File: config.mk
export PLATFORM = sky130hd
export DESIGN_NAME = vp_sequencer
export DESIGN_NICKNAME = d
export VERILOG_FILES = /design/src/rtl/vp_sequencer.sv
export SDC_FILE = /design/constraint.sdc
export NUM_CORES = 1
export LEC_CHECK = 0
export BUFFER_PORTS_ARGS = -buffer_cell sky130_fd_sc_hd__buf_2
export CELL_PAD_IN_SITES_DETAIL_PLACEMENT = 1
export CELL_PAD_IN_SITES_GLOBAL_PLACEMENT = 1
export CORE_AREA = 2 2 151 153
export CTS_BUF_LIST = sky130_fd_sc_hd__clkbuf_16
export DETAILED_ROUTE_END_ITERATION = 16
export DIE_AREA = 0 0 153 155
export GPL_TIMING_DRIVEN = 0
export HOLD_SLACK_MARGIN = 0.06
export PLACE_DENSITY_LB_ADDON = 0.08
export SYNTH_ARGS = -nofsm -noshare
export SYNTH_HDL_FRONTEND = slang
export SYNTH_SLANG_ARGS = --single-unit
File: constraint.sdc
create_clock -name clk -period 2.5 [get_ports clk]
set_input_delay 0 -clock clk [delete_from_list [all_inputs] [get_ports clk]]
set_output_delay 0 -clock clk [all_outputs]
set_load 0.03 [all_outputs]
File: src/rtl/vp_sequencer.sv
// Load-value speculation sequencer. It tracks one outstanding speculation:
// register snapshot, prediction, early release, verification against D-cache
// data, and on mismatch or timeout the restore / flush / PC reload path.
module vp_sequencer #(
  parameter int unsigned DATA_WIDTH = 32,
  parameter int unsigned ADDR_WIDTH = 32,
  parameter int unsigned MAX_WAIT   = 64,
  parameter int unsigned CNT_WIDTH  = 16
) (
  input  logic                  clk,
  input  logic                  rst_n,
  input  logic                  req_valid,
  input  logic                  req_is_read,
  input  logic [ADDR_WIDTH-1:0] req_pc,
  output logic                  snap_req,
  input  logic                  snap_done,
  output logic                  pred_en,
  output logic [ADDR_WIDTH-1:0] pred_pc,
  input  logic                  pred_valid,
  input  logic [DATA_WIDTH-1:0] pred_data,
  output logic                  spec_valid,
  output logic [DATA_WIDTH-1:0] spec_data,
  input  logic                  dc_valid,
  input  logic [DATA_WIDTH-1:0] dc_data,
  output logic                  train_valid,
  output logic [DATA_WIDTH-1:0] train_data,
  output logic                  restore_req,
  input  logic                  restore_done,
  output logic                  ov_stall,
  output logic                  ov_flush,
  output logic                  load_pc_we,
  output logic [ADDR_WIDTH-1:0] load_pc_target,
  output logic                  busy,
  output logic [CNT_WIDTH-1:0]  stat_spec,
  output logic [CNT_WIDTH-1:0]  stat_mispred
);

  localparam int unsigned WaitW = $clog2(MAX_WAIT) + 1;
  localparam logic [WaitW-1:0] WaitLast = WaitW'(MAX_WAIT - 1);

  typedef enum logic [2:0] {
    StIdle,
    StSnap,
    StPred,
    StSpec,
    StRecover,
    StReload
  } state_e;

  state_e                state_q;
  logic [ADDR_WIDTH-1:0] pc_q;
  logic [DATA_WIDTH-1:0] spec_data_q;
  logic [DATA_WIDTH-1:0] train_data_q;
  logic                  spec_valid_q;
  logic                  train_valid_q;
  logic                  no_spec_q;
  logic [WaitW-1:0]      wait_q;
  logic [CNT_WIDTH-1:0]  stat_spec_q;
  logic [CNT_WIDTH-1:0]  stat_mispred_q;

  // Sequencer FSM with latched PC/data, wait counter and saturating stats.
  always_ff @(posedge clk or negedge rst_n) begin
    if (!rst_n) begin
      state_q        <= StIdle;
      pc_q           <= '0;
      spec_data_q    <= '0;
      train_data_q   <= '0;
      spec_valid_q   <= 1'b0;
      train_valid_q  <= 1'b0;
      no_spec_q      <= 1'b0;
      wait_q         <= '0;
      stat_spec_q    <= '0;
      stat_mispred_q <= '0;
    end else begin
      spec_valid_q  <= 1'b0;
      train_valid_q <= 1'b0;
      case (state_q)
        StIdle: begin
          if (req_valid && req_is_read) begin
            if (no_spec_q && (req_pc == pc_q)) begin
              // Re-execution of the recovered load goes through unspeculated.
              no_spec_q <= 1'b0;
            end else begin
              pc_q      <= req_pc;
              no_spec_q <= 1'b0;
              state_q   <= StSnap;
            end
          end
        end
        StSnap: begin
          if (snap_done) state_q <= StPred;
        end
        StPred: begin
          if (dc_valid) begin
            // Real data already here: no point speculating, just train.
            train_valid_q <= 1'b1;
            train_data_q  <= dc_data;
            state_q       <= StIdle;
          end else if (pred_valid) begin
            spec_data_q  <= pred_data;
            spec_valid_q <= 1'b1;
            wait_q       <= '0;
            if (!(&stat_spec_q)) stat_spec_q <= stat_spec_q + CNT_WIDTH'(1);
            state_q      <= StSpec;
          end
        end
        StSpec: begin
          if (dc_valid) begin
            train_valid_q <= 1'b1;
            train_data_q  <= dc_data;
            if (dc_data == spec_data_q) begin
              state_q <= StIdle;
            end else begin
              if (!(&stat_mispred_q)) stat_mispred_q <= stat_mispred_q + CNT_WIDTH'(1);
              state_q <= StRecover;
            end
          end else if (wait_q == WaitLast) begin
            if (!(&stat_mispred_q)) stat_mispred_q <= stat_mispred_q + CNT_WIDTH'(1);
            state_q <= StRecover;
          end else begin
            wait_q <= wait_q + WaitW'(1);
          end
        end
        StRecover: begin
          if (restore_done) state_q <= StReload;
        end
        StReload: begin
          no_spec_q <= 1'b1;
          state_q   <= StIdle;
        end
        default: state_q <= StIdle;
      endcase
    end
  end

  // Moore decodes; the SPEC-state stall follows req_valid combinationally.
  assign snap_req       = (state_q == StSnap);
  assign pred_en        = (state_q == StPred);
  assign restore_req    = (state_q == StRecover);
  assign ov_flush       = (state_q == StRecover);
  assign ov_stall       = (state_q == StRecover) || ((state_q == StSpec) && req_valid);
  assign load_pc_we     = (state_q == StReload);
  assign load_pc_target = pc_q;
  assign busy           = (state_q != StIdle);
  assign pred_pc        = pc_q;
  assign spec_valid     = spec_valid_q;
  assign spec_data      = spec_data_q;
  assign train_valid    = train_valid_q;
  assign train_data     = train_data_q;
  assign stat_spec      = stat_spec_q;
  assign stat_mispred   = stat_mispred_q;

endmodule
==> metrics.md, run 1 <==
| Metric | Value |
|---|---|
| Initial DRC Count | around 170 |
| Number of enable flip-flop cells after synthesis | 0 |
| CTS Buf Count | 17 |
| P_leak | approximately 5 nW |
| Register area | 3528 um2 |
| Post-CTS Setup Inserts | 0 |
| Port Buffers | roughly 270 |
| Setup CP Type | flop to flop |
| Std cell rows | 55 |
| Remaining antenna violation count after routing | 0 |
| DR vias/cell | between 4 and 5 |
| Crit path time final | 2.260 ns |
| H-tree depth | 4 |
| IO Count | ~270 |
| Main synth FF type | dfrtp_1 |
| Routability cong. | a little under 0.8 |
| Synth async-reset ratio | 100.0% |
| CP Capture Type | flop |
| PwrDens | 1266 nW/um2 |
| Crit-path slowest cell | nand4_1 |
| Max-slew headroom | 57.68% |
| Syn Inst Count | about 600 |
| Top-count cell post-synth | dfrtp_1 |
| Wire per inst | roughly 17 um |
| Final period util | 90.41% |
| # nets final | 1,099 |
| Clock sinks | between 100 and 150 |
| Die height | 155 um |
| Final setup viols | 0 |
| First-pass GRT wire length | around 35 mm |
| Hold_buf cts | slightly above 100 |
| Cell variety after synth | 47 |
| Fill count | 2,510 |
| Endpoints failing hold | 0 |
| Fin Clk Skew | just under 0.01 ns |
| Cts repair resizes | 0 |
| Cell taking the most area after synthesis | dfrtp_1 |
| Final worst slack | approximately 0.24 ns |
| HP Class | primary input to flop |
| Top cells by count, synth | dfrtp_1, nand2_1, xnor2_1, mux2_2, buf_4 |
| Critical path data required time | roughly 2.8 ns |
| Largest net degree at the start of global routing | between 80 and 90 |
| Vias | ~5,900 |
| Clk_lat worst skew | ~0.42 ns |
| Clk root buf | clkbuf_16 |
| DP Area | around 8500 um2 |
| Global route total overflow | 0 |
| Area of the multi-input gates | roughly 2800 um2 |
| Share of the synthesized area in the top cell type | between 50% and 60% |
| Final Max Slew Viols | 0 |
| Status | complete, no violations |
| RSZ-0062 raised after global routing | no |
| Clock transition at the registers of the reported paths | about 0.060 ns |
| Hpwl dp | between 15 and 20 mm |
| Sequential cell area fraction in the yosys report | approximately 52% |
| CP max stage delay | a little over 0.4 ns |
| Clock buffer depth | 2 |
| Top post-synthesis cells by area | dfrtp_1, xnor2_1, mux2_2 |
| Synth Warn # | 0 |
| Layout cells sized above 1 | 39.40% |
| Finished Cell Area | 10,040 um2 |
| Mapped Nets | roughly 710 |
| Post-Place Worst Slack | roughly 0.18 ns |
| CTS tree | done |
| Maximum vdd drop | approximately 0.5 mV |
| GRT Total Usage | 18.51% |
| # Max-Cap Violations | 0 |
| Critical path's top delay family | simple AND/OR/NAND/NOR gates |
| Maximum clock rate | between 400 and 500 MHz |
| Post-synthesis register bit count | between 100 and 150 |
| DIE WIDTH | roughly 150 um |
| DRC Markers | 0 |
| Routed wire length | between 20 and 25 mm |
| CP Max Fanout | 7 |
| Number of diodes | 0 |
| Vias in the first global route | 6,425 |
| Synth-to-layout area growth | 49.23% |
| WP buf/inv | 0 |
| Power Total | about 0.013 W |
| Most used cell, CP | nand4_1 |
| Initial Utilization | 30.26% |
| Worst Tran Pin Value | between 0.6 and 0.7 ns |
| Antenna violations before repair | 0 |
| Avg Inst Size Synth | around 11 um2 |
| Total die area | approximately 24,000 um2 |
| Total iterations of the first detailed-routing run | 4 |
| Critical path launch point type | flop |
| Critical path arrival | around 2.6 ns |
| Core region area | 22,230 um2 |
| Cell Area, Synth | 6725 um2 |
| Cells along the critical path | xnor2_1 -> nand4_1 -> nor3_1 -> nand4_1 -> nand2_1 -> mux2_1 |
layout make-up:
cell class,count,area share (%)
Buffer,50,3.254
Clock buffer,17,4.239
Clock inverter,15,1.222
Inverter,11,0.4114
Multi-Input combinational cell,397,28.19
Sequential cell,141,35.16
Tap cell,285,3.553
Timing Repair Buffer,374,23.97
cell usage in the layout (no fill, tap or decap), types with 6 or more instances in the layout:
cell type / n
xnor2_1: 76
buf_2: 277
nand4_1: 27
dfrtp_1: 141
nor2b_1: 6
o21ai_0: 7
nand2b_1: 8
xor2_1: 13
nor2_1: 13
nand3_1: 12
inv_1: 12
clkbuf_1: 10
buf_4: 33
and4_1: 6
mux2_2: 42
and3_1: 10
nand2_1: 110
clkbuf_16: 17
mux2_1: 22
dlygate4sd3_1: 101
state kept, by name, indices dropped and copies added, names as in the netlist:
register,count
train_valid,1
wait_q,7
load_pc_target,32
no_spec_q,1
train_data,32
state_q,3
spec_data,32
stat_mispred,16
spec_valid,1
stat_spec,16
routing by layer:
metal / wire (um) / vias up / GRT usage [%] / part of all wire (%)
met2: 10780 / 173 / 32.27 / 50
met1: 9325 / 2895 / 22.68 / 43
li1: - / 2785 / - / -
met3: 1125 / 27 / 4.401 / 5.2
met5: 0 / - / 0 / 0
met4: 421 / 0 / 6.041 / 1.9
logic make-up (layout without fill, tap and decap cells):
group / Yosys count / in the layout / share of synthesized area, %
simple gates: 215 / 215 / 15.89
flops: 141 / 141 / 52.47
xor+xnor: 89 / 89 / 11.59
mux: 66 / 66 / 11.01
buf+inv: 61 / 467 / 5.470
compound gates: 24 / 24 / 3.014
fa+ha+maj: 3 / 3 / 0.5582
per-stage QoR:
step	TNS (ns)	util (%)	instances	hold slack, ns
2_1_floorplan	0	-	599	-0.2956
3_3_place_gp	-103.95	37.98	1156	0.1910
3_5_place_dp	0	38.14	1157	0.02898
4_1_cts	0	45.15	1290	0.1002
5_1_grt	0	45.15	1290	0.1350
6_report	0	45.15	1290	0.1095
power by group:
group / internal [W] / total (W) / switching (W)
logic: 0.00234 / 0.00631 / 0.00396
registers: 0.00317 / 0.00400 / 0.000832
clock network: 0.00136 / 0.00239 / 0.00103
worst reg2reg max path, stage by stage (launching register included):
cell and delay (ns):
dfrtp_1 0.40, xnor2_1 0.35, nand4_1 0.20, nor3_1 0.16, nand4_1 0.41, nand2_1 0.28
mux2_1 0.34
final timing paths:
path                                             from                             end  slack (ns)  depth (start not counted)
max                          spec_data[3]$_DFFE_PN0P_     stat_mispred[1]$_DFFE_PN0P_        0.24                          6
min                                         req_valid  load_pc_target[26]$_DFFE_PN0P_        0.11                          4
max reg2reg                  spec_data[3]$_DFFE_PN0P_     stat_mispred[1]$_DFFE_PN0P_        0.24                          6
min reg2reg                train_data[27]$_DFFE_PN0P_      train_data[27]$_DFFE_PN0P_        0.48                          2
max in group asynchronous                       rst_n           wait_q[0]$_DFFE_PN0P_        1.53                          3
min in group asynchronous                       rst_n        stat_spec[7]$_DFFE_PN0P_        0.12                          2
Power figures use the tool's default switching activity.
==> run 2, diff against run 1 <==
Settings changed: CTS_BUF_LIST sky130_fd_sc_hd__clkbuf_16 to default.
==> metrics.md, run 2 (synthesis results as in run 1) <==
| Metric | Value |
|---|---|
| Core region area | 22,230 um2 (unchanged) |
| Std cell rows | 55 (unchanged) |
| CTS tree | done (unchanged) |
| Die height | 155 um (unchanged) |
| Vias | 5,877 (was 5,880) |
| Cell Int Power | 0.006913 W (was 0.006878 W) |
| P_leak | 4.938 nW (was 4.937 nW) |
| Final setup viols | 0 (unchanged) |
| First-pass GRT wire length | 34.90 mm (was 34.91 mm) |
| Combinational fraction of design power | 49.5% (was 49.7%) |
| Post-CTS Setup Inserts | 0 (unchanged) |
| Clock transition at the registers of the reported paths | 0.06 ns (about the same) |
| Vias in the first global route | 6,431 (was 6,425) |
| Global route total overflow | 0 (unchanged) |
| Status | complete, no violations (unchanged) |
| Antenna violations before repair | 0 (unchanged) |
| Finished Cell Area | 10,050 um2 (was 10,040 um2) |
| Clk root buf | clkbuf_16 (unchanged) |
| Maximum vdd drop | 0.5000 mV (was 0.5010 mV) |
| Non-Filler Instances | 1,290 (unchanged) |
| Hpwl dp | 16.01 mm (unchanged) |
| DRC Markers | 0 (unchanged) |
| Number of diodes | 0 (unchanged) |
| Initial Utilization | 30.26% (unchanged) |
| Total die area | 23,720 um2 (unchanged) |
| Switching Share | 45.70% (was 45.85%) |
| Placed insts | 1,157 (unchanged) |
| DIE WIDTH | 153 um (unchanged) |
| Fill count | 2,505 (was 2,510) |
| Maximum clock rate | 443.2 MHz (was 442.4 MHz) |
| Commonest non-fill, non-tap cell in the layout | buf_2 (unchanged) |
| # nets final | 1,099 (unchanged) |
| Clk_lat worst skew | 0.42 ns (about the same) |
| Worst Tran Pin Value | 0.6160 ns (was 0.6348 ns) |
| Remaining antenna violation count after routing | 0 (unchanged) |
| PwrDens | 1267 nW/um2 (was 1266 nW/um2) |
| Wire per inst | 16.76 um (was 16.78 um) |
| Total iterations of the first detailed-routing run | 4 (unchanged) |
| Power Total | 0.01273 W (was 0.01270 W) |
| Port Buffers | 272 (unchanged) |
| RSZ-0062 raised after global routing | no (unchanged) |
| Final period util | 90.25% (was 90.41%) |
| CP Capture Type | flop (unchanged) |
| Synth-to-layout area growth | 49.38% (was 49.23%) |
| Critical path data required time | 2.80 ns (about the same) |
| Setup CP Type | flop to flop (unchanged) |
| Fin Clk Skew | 0.01015 ns (was 0.009901 ns) |
| Final Max Slew Viols | 0 (unchanged) |
| Critical path launch point type | flop (unchanged) |
| DR vias/cell | 4.556 (was 4.558) |
| Share of power burned in registers | 31.4% (was 31.5%) |
| CTS Buf Count | 17 (unchanged) |
| Largest net degree at the start of global routing | 83 (unchanged) |
| Critical path arrival | 2.55 ns (was 2.56 ns) |
| Crit path time final | 2.256 ns (was 2.260 ns) |
| Endpoints failing hold | 0 (unchanged) |
| Clock group share of total power | 19.1% (was 18.8%) |
| Routability cong. | 0.7956 (unchanged) |
| Layout cells sized above 1 | 39.50% (was 39.40%) |
| Final worst slack | 0.2438 ns (was 0.2397 ns) |
| H-tree depth | 4 (unchanged) |
| Clock buffer depth | 2 (unchanged) |
| GRT Total Usage | 18.51% (unchanged) |
| Max-slew headroom | 58.93% (was 57.68%) |
| # Max-Cap Violations | 0 (unchanged) |
| Routed wire length | 21.62 mm (was 21.65 mm) |
| Clock sinks | 141 (unchanged) |
| Most frequent cells in the layout | buf_2, dfrtp_1, nand2_1, dlygate4sd3_1, xnor2_1 (unchanged) |
| Switch Pwr | 0.005819 W (was 0.005823 W) |
| IO Count | 273 (unchanged) |
| Initial DRC Count | 174 (was 168) |
| DP Area | 8477 um2 (unchanged) |
| CP Max Fanout | 10 (was 7) |
| Post-Place Worst Slack | 0.1760 ns (unchanged) |
| HP Class | primary input to flop (unchanged) |
[run 2: worst paths after layout]
path	from	to	slack, ns	cells after the start
max	load_pc_target[11]$_DFFE_PN0P_	load_pc_target[31]$_DFFE_PN0P_	0.24	7
min	req_valid	load_pc_target[26]$_DFFE_PN0P_	0.11	4
max reg2reg	load_pc_target[11]$_DFFE_PN0P_	load_pc_target[31]$_DFFE_PN0P_	0.24	7
min reg2reg	train_data[27]$_DFFE_PN0P_	train_data[27]$_DFFE_PN0P_	0.49	2
max in group asynchronous	rst_n	wait_q[0]$_DFFE_PN0P_	1.53	3
min in group asynchronous	rst_n	stat_spec[7]$_DFFE_PN0P_	0.13	2
[run 2: through the flow]
stage                     TNS [ns]  util [%]  hold slack [ns]
after CTS                        0     45.20           0.1002
after global placement     -103.95     37.98           0.1910
after global routing             0     45.20           0.1350
after floorplan                  0         -          -0.2956
final                            0     45.20           0.1093
after detailed placement         0     38.14          0.02898
[run 2: power groups by stage]
stage / Combinational, W / Sequential (W) / Clock, W
2_1_floorplan: 0.00273 / 0.00553 / 0
3_3_place_gp: 0.00614 / 0.00397 / 0
3_5_place_dp: 0.00623 / 0.00404 / 0
4_1_cts: 0.00638 / 0.00401 / 0.00251
5_1_grt: 0.00672 / 0.00416 / 0.00261
6_report: 0.00630 / 0.00400 / 0.00243
[run 2: layout make-up]
| cell class | instances | area [um2] | share of cell area (%) |
|---|---|---|---|
| sequential | 141 | 3528 | 35.12 |
| timing repair buffer | 374 | 2406 | 23.95 |
| inverter | 11 | 41.29 | 0.4110 |
| clock buffer | 19 | 442.9 | 4.409 |
| clock inverter | 13 | 115.1 | 1.146 |
| buffer | 50 | 326.6 | 3.251 |
| multi-input combinational | 397 | 2829 | 28.16 |
| tap | 285 | 356.6 | 3.550 |
[run 2: what timing repair did]
item,4_1_cts,5_1_grt
hold buffers,101,0
endpoints found under the hold margin,158,0
resized for setup,0,0
[run 2: critical path: stages, from the launching register on]
cell,delay [ns]
dfrtp_1,0.42
xnor2_1,0.22
nand4_1,0.12
nor4_1,0.37
nand3_1,0.19
nand2_1,0.14
buf_2,0.31
mux2_1,0.36
[run 2: routing by layer]
| layer | up-vias | share of wire, % | GRT usage (%) |
|---|---|---|---|
| li1 | 2784 | - | - |
| met1 | 2890 | 43 | 22.68 |
| met2 | 177 | 50 | 32.27 |
| met3 | 26 | 5.2 | 4.401 |
| met4 | 0 | 1.9 | 6.041 |
| met5 | - | 0 | 0 |
